### src/rtl/pipe_hazard_ctrl_pkg.sv
// pipe_ctrl_pkg: shared types and constants for the pipeline hazard controller.
//   REG_IDX_W   : register-file index width
//   mem_state_t : data-memory handshake FSM encoding (M_IDLE=0, M_WAIT=1)
//   sat_inc32   : saturating 32-bit increment used by the optional counters
package pipe_ctrl_pkg;

  localparam int unsigned REG_IDX_W = 5;

  typedef enum logic [0:0] {
    M_IDLE = 1'b0,
    M_WAIT = 1'b1
  } mem_state_t;

  function automatic logic [31:0] sat_inc32(input logic [31:0] v);
    return (v == 32'hFFFF_FFFF) ? v : v + 32'd1;
  endfunction

endpackage

### src/rtl/pipe_hazard_ctrl_if.sv
// pipe_hazard_ctrl_if: data-memory request/acknowledge handshake.
//   dmem_req : access request, held until ack or timeout
//   dmem_ack : memory completes the access this cycle
//   master   : controller side (drives dmem_req)
//   slave    : memory side (drives dmem_ack)
interface pipe_hazard_ctrl_if;

  logic dmem_req;
  logic dmem_ack;

  modport master (output dmem_req, input dmem_ack);
  modport slave  (input dmem_req, output dmem_ack);

endinterface

### src/rtl/pipe_hazard_ctrl_dmem_wait_fsm.sv
// dmem_wait_fsm: sequences MEM-stage data accesses through the req/ack
// handshake, counts wait states and abandons an access on timeout.
//   clk, reset_n : clock, asynchronous active-low reset
//   mem_access   : MEM instruction is a load or a store
//   dmem_ack     : memory acknowledge
//   dmem_req     : memory request (0 while reset_n is low)
//   mem_stall    : pipeline must freeze this cycle
//   timeout_hit  : last permitted wait cycle reached without ack
//   mem_err      : sticky timeout flag
module dmem_wait_fsm
  import pipe_ctrl_pkg::*;
#(
  parameter int unsigned WAIT_TIMEOUT = 255,
  parameter int unsigned TO_W         = 8
) (
  input  logic clk,
  input  logic reset_n,
  input  logic mem_access,
  input  logic dmem_ack,
  output logic dmem_req,
  output logic mem_stall,
  output logic timeout_hit,
  output logic mem_err
);

  localparam logic              TO_EN     = (WAIT_TIMEOUT != 0);
  localparam int unsigned       TO_LAST_I = (WAIT_TIMEOUT == 0) ? 0 : WAIT_TIMEOUT - 1;
  localparam logic [TO_W-1:0]   TO_LAST   = TO_LAST_I[TO_W-1:0];

  mem_state_t       state_r;
  logic [TO_W-1:0]  cnt_r;
  logic             mem_err_r;
  logic             req_s;
  logic             hit_s;
  logic             stall_s;

  // Request, timeout and stall decode from FSM state and inputs.
  always_comb begin
    req_s   = 1'b0;
    hit_s   = 1'b0;
    stall_s = 1'b0;
    if (reset_n) begin
      req_s   = ((state_r == M_IDLE) & mem_access) | (state_r == M_WAIT);
      hit_s   = TO_EN & (state_r == M_WAIT) & (cnt_r == TO_LAST);
      stall_s = req_s & ~dmem_ack & ~hit_s;
    end else begin
      req_s   = 1'b0;
      hit_s   = 1'b0;
      stall_s = 1'b0;
    end
  end

  // Handshake FSM, wait counter and sticky timeout flag.
  always_ff @(posedge clk or negedge reset_n) begin
    if (!reset_n) begin
      state_r   <= M_IDLE;
      cnt_r     <= '0;
      mem_err_r <= 1'b0;
    end else begin
      case (state_r)
        M_IDLE: begin
          cnt_r <= '0;
          if (stall_s) state_r <= M_WAIT;
        end
        M_WAIT: begin
          cnt_r <= cnt_r + {{(TO_W-1){1'b0}}, 1'b1};
          if (dmem_ack || hit_s) state_r <= M_IDLE;
        end
        default: begin
          state_r <= M_IDLE;
          cnt_r   <= '0;
        end
      endcase
      if (hit_s) mem_err_r <= 1'b1;
    end
  end

  assign dmem_req    = req_s;
  assign mem_stall   = stall_s;
  assign timeout_hit = hit_s;
  assign mem_err     = mem_err_r;

endmodule

### src/rtl/pipe_hazard_ctrl.sv
// pipe_hazard_ctrl: central stall/flush controller of the five-stage CPU.
// Detects ID/EX load-use hazards, turns a taken EX branch into IF/ID and
// ID/EX flushes, and freezes the pipeline while a MEM-stage data access
// waits for its acknowledge.
//   clk, reset_n            : clock, asynchronous active-low reset
//   dmem (master)           : dmem_req / dmem_ack handshake
//   id_rs1/2, id_uses_rs1/2 : ID source registers and their use flags
//   ex_rd, ex_mem_reg, ex_reg_wr, ex_branch_taken : EX stage status
//   mem_mem_reg, mem_dwe    : MEM stage load / store byte enables
//   *_stall, *_flush        : pipeline register controls (combinational)
//   mem_err                 : sticky memory timeout
// Optional build macro PIPE_HAZARD_CTRL_PERF_CNT_EN adds the saturating
// counters stall_cycles and flush_events.
module pipe_hazard_ctrl
  import pipe_ctrl_pkg::*;
#(
  parameter int unsigned WAIT_TIMEOUT = 255,
  parameter int unsigned TO_W         = 8
) (
  input  logic                 clk,
  input  logic                 reset_n,
  pipe_hazard_ctrl_if.master   dmem,
  input  logic [REG_IDX_W-1:0] id_rs1,
  input  logic [REG_IDX_W-1:0] id_rs2,
  input  logic                 id_uses_rs1,
  input  logic                 id_uses_rs2,
  input  logic [REG_IDX_W-1:0] ex_rd,
  input  logic                 ex_mem_reg,
  input  logic                 ex_reg_wr,
  input  logic                 ex_branch_taken,
  input  logic                 mem_mem_reg,
  input  logic [3:0]           mem_dwe,
  output logic                 pc_stall,
  output logic                 if_id_stall,
  output logic                 id_ex_stall,
  output logic                 ex_mem_stall,
  output logic                 if_id_flush,
  output logic                 id_ex_flush,
  output logic                 mem_wb_flush,
`ifdef PIPE_HAZARD_CTRL_PERF_CNT_EN
  output logic [31:0]          stall_cycles,
  output logic [31:0]          flush_events,
`endif
  output logic                 mem_err
);

  logic mem_access_s;
  logic mem_stall_s;
  logic timeout_hit_s;
  logic load_use_s;

  assign mem_access_s = mem_mem_reg | (|mem_dwe);

  dmem_wait_fsm #(
    .WAIT_TIMEOUT (WAIT_TIMEOUT),
    .TO_W         (TO_W)
  ) u_fsm (
    .clk         (clk),
    .reset_n     (reset_n),
    .mem_access  (mem_access_s),
    .dmem_ack    (dmem.dmem_ack),
    .dmem_req    (dmem.dmem_req),
    .mem_stall   (mem_stall_s),
    .timeout_hit (timeout_hit_s),
    .mem_err     (mem_err)
  );

  // Load-use hazard: EX load writes a non-zero register that ID reads.
  always_comb begin
    load_use_s = ex_mem_reg & ex_reg_wr & (ex_rd != {REG_IDX_W{1'b0}}) &
                 ((id_uses_rs1 & (id_rs1 == ex_rd)) |
                  (id_uses_rs2 & (id_rs2 == ex_rd)));
  end

  // Priority: memory freeze > branch flush > load-use bubble.
  // During a freeze EX is held, so branch and load-use re-evaluate later.
  always_comb begin
    pc_stall     = 1'b0;
    if_id_stall  = 1'b0;
    id_ex_stall  = 1'b0;
    ex_mem_stall = 1'b0;
    if_id_flush  = 1'b0;
    id_ex_flush  = 1'b0;
    mem_wb_flush = 1'b0;
    if (!reset_n) begin
      pc_stall = 1'b0;
    end else if (mem_stall_s) begin
      pc_stall     = 1'b1;
      if_id_stall  = 1'b1;
      id_ex_stall  = 1'b1;
      ex_mem_stall = 1'b1;
      mem_wb_flush = 1'b1;
    end else if (ex_branch_taken) begin
      if_id_flush = 1'b1;
      id_ex_flush = 1'b1;
    end else if (load_use_s) begin
      pc_stall    = 1'b1;
      if_id_stall = 1'b1;
      id_ex_flush = 1'b1;
    end else begin
      pc_stall = 1'b0;
    end
  end

`ifdef PIPE_HAZARD_CTRL_PERF_CNT_EN
  logic [31:0] stall_cycles_r;
  logic [31:0] flush_events_r;

  // Saturating stall-cycle and flush-event counters.
  always_ff @(posedge clk or negedge reset_n) begin
    if (!reset_n) begin
      stall_cycles_r <= 32'd0;
      flush_events_r <= 32'd0;
    end else begin
      if (pc_stall) stall_cycles_r <= sat_inc32(stall_cycles_r);
      if (if_id_flush | id_ex_flush) flush_events_r <= sat_inc32(flush_events_r);
    end
  end

  assign stall_cycles = stall_cycles_r;
  assign flush_events = flush_events_r;
`endif

  // timeout_hit is consumed inside the FSM; kept visible here for debug.
  logic unused_s;
  assign unused_s = timeout_hit_s;

endmodule

### src/flat_wrapper.sv
// flat-port wrapper written by rule: the top's interface ports become plain ports
module pipe_hazard_ctrl_flat import pipe_ctrl_pkg::*;
#(
  parameter int unsigned WAIT_TIMEOUT = 255,
  parameter int unsigned TO_W         = 8
)
  (clk, reset_n, id_rs1, id_rs2, id_uses_rs1, id_uses_rs2, ex_rd, ex_mem_reg, ex_reg_wr, ex_branch_taken, mem_mem_reg, mem_dwe, pc_stall, if_id_stall, id_ex_stall, ex_mem_stall, if_id_flush, id_ex_flush, mem_wb_flush, mem_err, dmem_dmem_req, dmem_dmem_ack);
  pipe_hazard_ctrl_if dmem_i ();
  input  logic clk;
  input  logic reset_n;
  input  logic [REG_IDX_W-1:0] id_rs1;
  input  logic [REG_IDX_W-1:0] id_rs2;
  input  logic id_uses_rs1;
  input  logic id_uses_rs2;
  input  logic [REG_IDX_W-1:0] ex_rd;
  input  logic ex_mem_reg;
  input  logic ex_reg_wr;
  input  logic ex_branch_taken;
  input  logic mem_mem_reg;
  input  logic [3:0] mem_dwe;
  output logic pc_stall;
  output logic if_id_stall;
  output logic id_ex_stall;
  output logic ex_mem_stall;
  output logic if_id_flush;
  output logic id_ex_flush;
  output logic mem_wb_flush;
  output logic mem_err;
  output wire logic [$bits(dmem_i.dmem_req)-1:0] dmem_dmem_req;
  input wire logic [$bits(dmem_i.dmem_ack)-1:0] dmem_dmem_ack;
  assign dmem_dmem_req = dmem_i.dmem_req;
  assign dmem_i.dmem_ack = dmem_dmem_ack;
  pipe_hazard_ctrl #(.WAIT_TIMEOUT(WAIT_TIMEOUT), .TO_W(TO_W)) u_core (.clk(clk), .reset_n(reset_n), .dmem(dmem_i), .id_rs1(id_rs1), .id_rs2(id_rs2), .id_uses_rs1(id_uses_rs1), .id_uses_rs2(id_uses_rs2), .ex_rd(ex_rd), .ex_mem_reg(ex_mem_reg), .ex_reg_wr(ex_reg_wr), .ex_branch_taken(ex_branch_taken), .mem_mem_reg(mem_mem_reg), .mem_dwe(mem_dwe), .pc_stall(pc_stall), .if_id_stall(if_id_stall), .id_ex_stall(id_ex_stall), .ex_mem_stall(ex_mem_stall), .if_id_flush(if_id_flush), .id_ex_flush(id_ex_flush), .mem_wb_flush(mem_wb_flush), .mem_err(mem_err));
endmodule
### config.mk
export PLATFORM = sky130hd
export DESIGN_NAME = pipe_hazard_ctrl_flat
export DESIGN_NICKNAME = d
export VERILOG_FILES = /design/src/rtl/pipe_hazard_ctrl_pkg.sv /design/src/rtl/pipe_hazard_ctrl_if.sv /design/src/rtl/pipe_hazard_ctrl_dmem_wait_fsm.sv /design/src/rtl/pipe_hazard_ctrl.sv /design/src/flat_wrapper.sv
export SDC_FILE = /design/constraint.sdc
export NUM_CORES = 1
export LEC_CHECK = 0
export BUFFER_PORTS_ARGS = -buffer_cell sky130_fd_sc_hd__buf_2
export CORE_MARGIN = 2
export CORE_UTILIZATION = 35
export CTS_BUF_LIST = sky130_fd_sc_hd__clkbuf_8 sky130_fd_sc_hd__clkbuf_16
export DETAILED_ROUTE_END_ITERATION = 6
export PLACE_DENSITY = 0.66
export SYNTH_ARGS = -nofsm -noshare
export SYNTH_HDL_FRONTEND = slang
export SYNTH_SLANG_ARGS = --single-unit
### constraint.sdc
create_clock -name clk -period 3.3 [get_ports clk]
set_clock_uncertainty 0.2 [all_clocks]
set_input_delay 0.33 -clock clk [delete_from_list [all_inputs] [get_ports clk]]
set_output_delay 0.33 -clock clk [all_outputs]
set_load 0.02 [all_outputs]
# After elaboration in Yosys (flattened, before gate mapping)
# Cells that the tools add are included.
totals:
  in_bits: 28
  output_inout_bits: 9
  register_bits: 10
classes:
  n_eq_ne: 3
  n_mux: 18
  reduce_logical: 3
  bitwise_logic: 15
  n_addsub: 1
op_table:
  columns: ["cell", "n"]
  rows:
  - ["$mux 1", 16]
  - ["$pmux 8 s2", 1]
  - ["$eq 5x5->1", 2]
  - ["$and 1x1->1", 9]
  - ["$add 8x1->8 const B", 1]
  - ["$eq 8x8->1 const B", 1]
  - ["$reduce_bool 5->1", 1]
  - ["$reduce_or 4->1", 1]
  - ["$not 1->1", 3]
  - ["$or 1x1->1", 3]
  - ["$pmux 1 s2", 1]
  - ["$logic_or 1x1->1", 1]

# Depth between registers and ports, before layout
# Gate-level depths: netlist (run 1).
depth:
  word_depth: 9
  ltp_mapped: 7

# Modules after synthesis
# Synthesis (run 1) repeated with hierarchy kept, for this count alone.
hier_totals:
  cells_unflattened: 80
  hier_area_um2: 718.2
by_module_without_submodules:
  columns: ["module", "area_per_inst_um2", "cells_each", "n_inst"]
  rows:
  - ["dmem_wait_fsm", 496.7, 49, 1]
  - ["pipe_hazard_ctrl", 221.5, 31, 1]

# Least setup slack after synthesis (run 1)
# No wires, ideal clock.
synth_path:
  path_type: "register to output"
  startpoint: "register u_core.u_fsm.cnt_r[0]"
  endpoint: "output pc_stall"
  stages_incl_launch_ff: 8
  required_time_ns: 2.770
  path_buffers: 1
  path_slack_ns: 0.870
  arrival_ns: 1.900
  path_cell_list: "dfrtp_1 -> inv_1 -> ha_1 -> and3_1 -> and3_1 -> or3_2 -> o31ai_1 -> buf_4"
synth_between:
  elab_chain_cells: 7
synth_lines:
  columns: ["element", "line", "source"]
  rows:
  - ["from (decl)", "pipe_hazard_ctrl_dmem_wait_fsm.sv:31", "logic [TO_W-1:0] cnt_r;"]
  - ["from (signal assigned)", "pipe_hazard_ctrl_dmem_wait_fsm.sv:66", "cnt_r <= cnt_r + {{(TO_W-1){1'b0}}, 1'b1};"]
  - ["$eq 8x8->1", "pipe_hazard_ctrl_dmem_wait_fsm.sv:44", "hit_s = TO_EN & (state_r == M_WAIT) & (cnt_r == TO_LAST);"]
  - ["$and 1x1->1", "pipe_hazard_ctrl_dmem_wait_fsm.sv:44", null]
  - ["$not 1->1", "pipe_hazard_ctrl_dmem_wait_fsm.sv:45", "stall_s = req_s & ~dmem_ack & ~hit_s;"]
  - ["$and 1x1->1", "pipe_hazard_ctrl_dmem_wait_fsm.sv:45", null]
  - ["$mux 1", "pipe_hazard_ctrl_dmem_wait_fsm.sv:42", "if (reset_n) begin"]
  - ["$mux 1 (2 in series)", null, null]
  - ["to (decl)", "flat_wrapper.sv:21", "output logic pc_stall;"]
# No other way between the ends.

# Worst setup path in the final report (run 1)
layout_path:
  startpoint: "input reset_n"
  endpoint: "output id_ex_flush"
layout_between:
  elab_chain_cells: 3
layout_lines:
  columns: ["element", "line", "source"]
  rows:
  - ["from (decl)", "flat_wrapper.sv:10", "input logic reset_n;"]
  - ["$mux 1", "pipe_hazard_ctrl_dmem_wait_fsm.sv:42", null]
  - ["$mux 1", "pipe_hazard_ctrl.sv:87", "end else if (mem_stall_s) begin"]
  - ["$mux 1 (*)", "pipe_hazard_ctrl.sv:85", "if (!reset_n) begin"]
  - ["to (decl)", "flat_wrapper.sv:26", "output logic id_ex_flush;"]
# Mark *: on every way between the ends. The rest lies on a longest branch, timed or not.

==> impl_metrics.yaml, run 1 <==
run_status:
  outcome: "finished, final reports clean"
synth:
  synth_cell_types: 26
  synth.largest_area_cell: "dfrtp_1"
  ys.flop_type: "dfrtp_1"
  synthArstFlopShare_pct: 100
  syn_area_um2: 668
  syn_avg_cell_area_um2: 9.97
  yosys_warnings: 0
  synth_seq_cells: 10
  netlist_top_cells_area: "dfrtp_1, xor2_1, nor2_1"
  ys_seq_area_share_pct: 37.5
  syn-instance-count: 67
  synth_top_area_share_pct: 37.5
  synth_edf_count: 0
  syn_nets: 97
detailed_routing:
  wl_met3_um: 158
  wl_met1_um: 650
  vias: 607
  wl_um: 1470
  drc: 0
  wl_per_cell_um: 11.4
  routed_via_density: 4.71
  drt-initial-drc-count: 3
  first_pass_iters: 4
  antenna_left: 0
  highest_layer: "met4"
  wl_met2_um: 631
clock_tree:
  clk-insertion-delay-late_ps: 230
  cts_buffers: 3
  cts_setup_buffers: 0
  ctsHoldBuffers: 1
  clkSinkCount: 10
  clockBufferDepth: 2
  cts_tree: "done"
  ctsResizeCount: 0
  cts.htree.levels: 1
  clkTransAtPathRegs_ps: 40
  clock-root-buffer: "clkbuf_8"
floorplanning:
  die_y_um: 47.7
  pin_count: 37
  start_util_pct: 37.9
  dieArea_um2: 2270
  rows: 15
  die_width_um: 47.7
  core_area_um2: 1760
setup_path:
  path_class: "in2out"
  start_kind: "input port"
  crit_path_max_fanout: 15
  cp.arrival_ps: 2090
  cp.required_ps: 2770
  critPathCaptureType: "output port"
timing:
  min_period_over_period_pct: 79.5
  fin_crit_ps: 2620
  slew_headroom_pct: 71.5
  tightest_slew_ps: 421
  hold_viol: 0
  final_max_slew_viol_count: 0
  fin_tns_setup_ps: 0
  rsz0062_at_grt: "false"
  fmaxAchievable_mhz: 381
  setup_viol: 0
pwr:
  p_leak_uw: 0.000479
  power.density_nw_per_um2: 344
  totalPowerFinal_uw: 313
  ir_worst_vdd_uv: 231
grt:
  grt_pass1_wl_um: 2080
  grt_pass1_vias: 541
  overflow: 0
  grt_util_all_layers_pct: 13.2
  grt_max_degree: 16
  grt_antenna_before_repair: 0
finish:
  nets: 136
  fin_util_pct: 51.5
  multi_input_area_um2: 377
  area_delta_synth_final_pct: 36.0
  ff_latch_area_um2: 250
  fillers: 180
  stdcell_count: 129
  final_cell_mix: "buf_2, xor2_1, dfrtp_1"
  drive_above_1_share_pct: 42.3
  final_common_cell: "buf_2"
  n_antenna_cell: 0
placed_design:
  gp_congestion: 0.774
  port_buffers: 36
  hpwl_um: 1200
  dp.cells: 125
flow_run:
  maxCapViolCount: 0
min_path:
  hold_class: "in2reg"
[cells by family after synthesis]
kind of cell / count (synthesis) / share of synthesized area, %
AO/OA/AOI/OAI: 8 / 12.5
XOR/XNOR: 16 / 21.0
adder cells (fa/ha/maj): 2 / 3.74
buffers and inverters: 8 / 6.18
flip-flops: 10 / 37.5
AND/OR/NAND/NOR: 23 / 19.1
[stage by stage]
stage | setup WS [ps] | hold WS (ps) | instance area (µm²)
after detailed placement | 926 | 47.3 | 857
after CTS | 660 | 86.1 | 908
after global placement | 990 | 45.8 | 857
after global routing | 556 | 107 | 908
after floorplan | 870 | -166 | 668
final | 677 | 92.3 | 908
[final timing paths]
check,from,endpoint,slack (ps),cells past startpoint
worst max-delay path,reset_n,id_ex_flush,680,7
worst min-delay path,dmem_dmem_ack,u_core.u_fsm.state_r$_DFF_PN0_,90,2
worst max register to register,u_core.u_fsm.cnt_r[0]$_DFF_PN0_,u_core.u_fsm.state_r$_DFF_PN0_,1670,5
worst min register to register,u_core.u_fsm.mem_err$_DFFE_PN0P_,u_core.u_fsm.mem_err$_DFFE_PN0P_,250,1
max in group asynchronous,reset_n,u_core.u_fsm.cnt_r[7]$_DFF_PN0_,2320,2
min in group asynchronous,reset_n,u_core.u_fsm.cnt_r[4]$_DFF_PN0_,330,2
[layout make-up]
cell class / instances / area share, %
repair buffers: 37 / 20.9
clock buffers: 3 / 4.55
well taps: 25 / 3.44
flip-flops and latches: 10 / 27.5
inverters: 5 / 2.07
multi-input cells: 49 / 41.5
[report_power, final]
part	internal, µW	switching (µW)	total (µW)	leakage (µW)
combinational	28.1	33.6	61.7	0.000321
clock	79.4	42.0	121	0.0000216
sequential	126	3.51	129	0.000137
total	233	79.1	313	0.000479
[critical path, stage by stage]
cell	delay, ps
dlygate4sd3_1	520
buf_2	310
o31ai_4	140
or3_2	450
inv_2	100
o31ai_2	70
buf_2	170
[state kept, by name, indices dropped and copies added (netlist names)]
signal / flops
u_core.u_fsm.cnt_r: 8
u_core.u_fsm.mem_err: 1
u_core.u_fsm.state_r: 1
[cell usage after synthesis, types with 2 or more instances]
cell type and count:
and3_1 3, buf_4 3, dfrtp_1 10, ha_1 2
inv_1 4, nand3_1 3, nor2_1 8, nor4_1 2
xnor2_1 3, xor2_1 13
[layer usage]
metal  track usage, %  vias up
met2             24.0       31
met4             8.11        0
met3             2.64        5
met1             13.8      262
li1                 -      309
met5                0        -
Power figures use the tool's default switching activity.
==> inputs of run 2 (changes only) <==
- clock period: 3.3 -> 2.5 ns (I/O delays scaled with it)
==> impl_metrics.yaml, run 2 (synthesis gave the netlist of run 1 again) <==
finish:
  area_delta_synth_final_pct: 40.3
  fillers: 179
  top_register: "u_core.u_fsm.cnt_r"
  n_antenna_cell: 0
  nets: 139
  fin_util_pct: 53.1
  final_common_cell: "buf_2"
  largest_register_ffs: 8
  drive_above_1_share_pct: 43.9
  final_cell_mix: "buf_2, xor2_1, dfrtp_1"
pwr:
  switching_share_pct: 25.5
  p_clk_share_pct: 38.7
  p_leak_uw: 0.000495
  p_int_uw: 313
  totalPowerFinal_uw: 420
  ir_worst_vdd_uv: 317
  seq_power_share_pct: 40.3
  power.density_nw_per_um2: 448
  power.switching_uw: 107
  p_comb_share_pct: 21.0
timing:
  hold_viol: 0
  tightest_slew_ps: 430
  setup_ws_ps: 127
  setup_viol: 0
  fin_tns_setup_ps: 0
  min_period_over_period_pct: 94.9
  final_max_slew_viol_count: 0
  fin_crit_ps: 2370
  slew_headroom_pct: 71.2
  fin_hold_ws_ps: 14.4
  rsz0062_at_grt: "false"
  fmaxAchievable_mhz: 421
setup_path:
  rr_worst_depth: 4
  worstReg2RegEnd: "u_core.u_fsm.state_r$_DFF_PN0_"
  crit_path_max_fanout: 5
  worst-r2r-setup-slack_ps: 890
  path_class: "reg2out"
  r2r_start: "u_core.u_fsm.state_r$_DFF_PN0_"
  critPathCaptureType: "output port"
  cp.required_ps: 2050
  cp.arrival_ps: 1920
  start_kind: "flop"
clock_tree:
  cts_buffers: 3
  clkSinkCount: 10
  clock-root-buffer: "clkbuf_8"
  cts.htree.levels: 1
  clk-insertion-delay-late_ps: 230
  clkTransAtPathRegs_ps: 40
  clockBufferDepth: 2
  cts_tree: "done"
min_path:
  hp-start: "dmem_dmem_ack"
  hold_path_end: "u_core.u_fsm.state_r$_DFF_PN0_"
  hold_depth: 2
  hold_class: "in2reg"
floorplanning:
  dieArea_um2: 2270
  rows: 15
  die_y_um: 47.7
  die_width_um: 47.7
  core_area_um2: 1760
  start_util_pct: 37.9
  pin_count: 37
grt:
  grt_pass1_vias: 522
  grt_antenna_before_repair: 0
  grt_util_all_layers_pct: 13.2
  grt_pass1_wl_um: 2010
  grt_max_degree: 11
  overflow: 0
detailed_routing:
  vias: 625
  antenna_left: 0
  wl_um: 1500
  drt-initial-drc-count: 2
  drc: 0
  wl_per_cell_um: 11.4
  first_pass_iters: 2
  routed_via_density: 4.73
placed_design:
  port_buffers: 36
  dpl_worst_slack_ps: 204
  gp_congestion: 0.811
  hpwl_um: 1150
flow_run:
  maxCapViolCount: 0
run_status:
  outcome: "finished, final reports clean"
[run 2: cell types whose count changed in the layout (fill, tap and decap cells not counted), sizes merged]
cell	before	now
buf	36	39
[run 2: routing by layer]
metal | wire (µm) | track usage (%)
met1 | 629 | 12.9
met2 | 690 | 23.7
met3 | 146 | 3.02
met4 | 35 | 9.73
met5 | 0 | 0
[run 2: critical path, cell delays in order (launching register included)]
cell     delay, ps
dfrtp_1        420
ha_1           200
and3_1         150
and3_1         210
or3_4          380
inv_2           80
o31ai_2         70
buf_4          170
[run 2: power groups by stage]
stage,Combinational [µW],Clock (µW),Sequential [µW]
3_3_place_gp,79.5,0,173
2_1_floorplan,42.0,0,172
6_report,88.3,163,169
4_1_cts,85.7,169,170
5_1_grt,96.7,180,169
3_5_place_dp,79.8,0,173
[run 2: worst max path at each step]
stage,start,cells past startpoint,endpoint
floorplan,u_core.u_fsm.cnt_r[0]$_DFF_PN0_,7,pc_stall
global placement,u_core.u_fsm.cnt_r[0]$_DFF_PN0_,8,id_ex_flush
detailed placement,u_core.u_fsm.cnt_r[0]$_DFF_PN0_,8,id_ex_flush
CTS,u_core.u_fsm.cnt_r[1]$_DFF_PN0_,7,id_ex_flush
global route,u_core.u_fsm.cnt_r[1]$_DFF_PN0_,7,id_ex_flush
finish,u_core.u_fsm.cnt_r[1]$_DFF_PN0_,7,id_ex_flush
[run 2: per-stage QoR]
stage / cell area [µm²] / cells
floorplan: 668 / 67
global placement: 857 / 125
detailed placement: 857 / 125
CTS: 918 / 130
global route: 937 / 132
finish: 937 / 132
[run 2: layout make-up]
type	count	area, µm²	share of cell area (%)
clock buffers	3	41.3	4.41
repair buffers	40	215	23.0
flip-flops and latches	10	250	26.7
inverters	5	18.8	2.00
well taps	25	31.3	3.34
multi-input cells	49	380	40.6
[run 2: what timing repair did]
item / 4_1_cts / 5_1_grt
endpoints found under the setup margin: 3 / 3
hold endpoints to repair: 10 / 0
pin swaps: 0 / 3
hold buffers: 1 / 0
setup buffers: 1 / 2
gates cloned: 0 / 0
gates resized for setup: 1 / 1
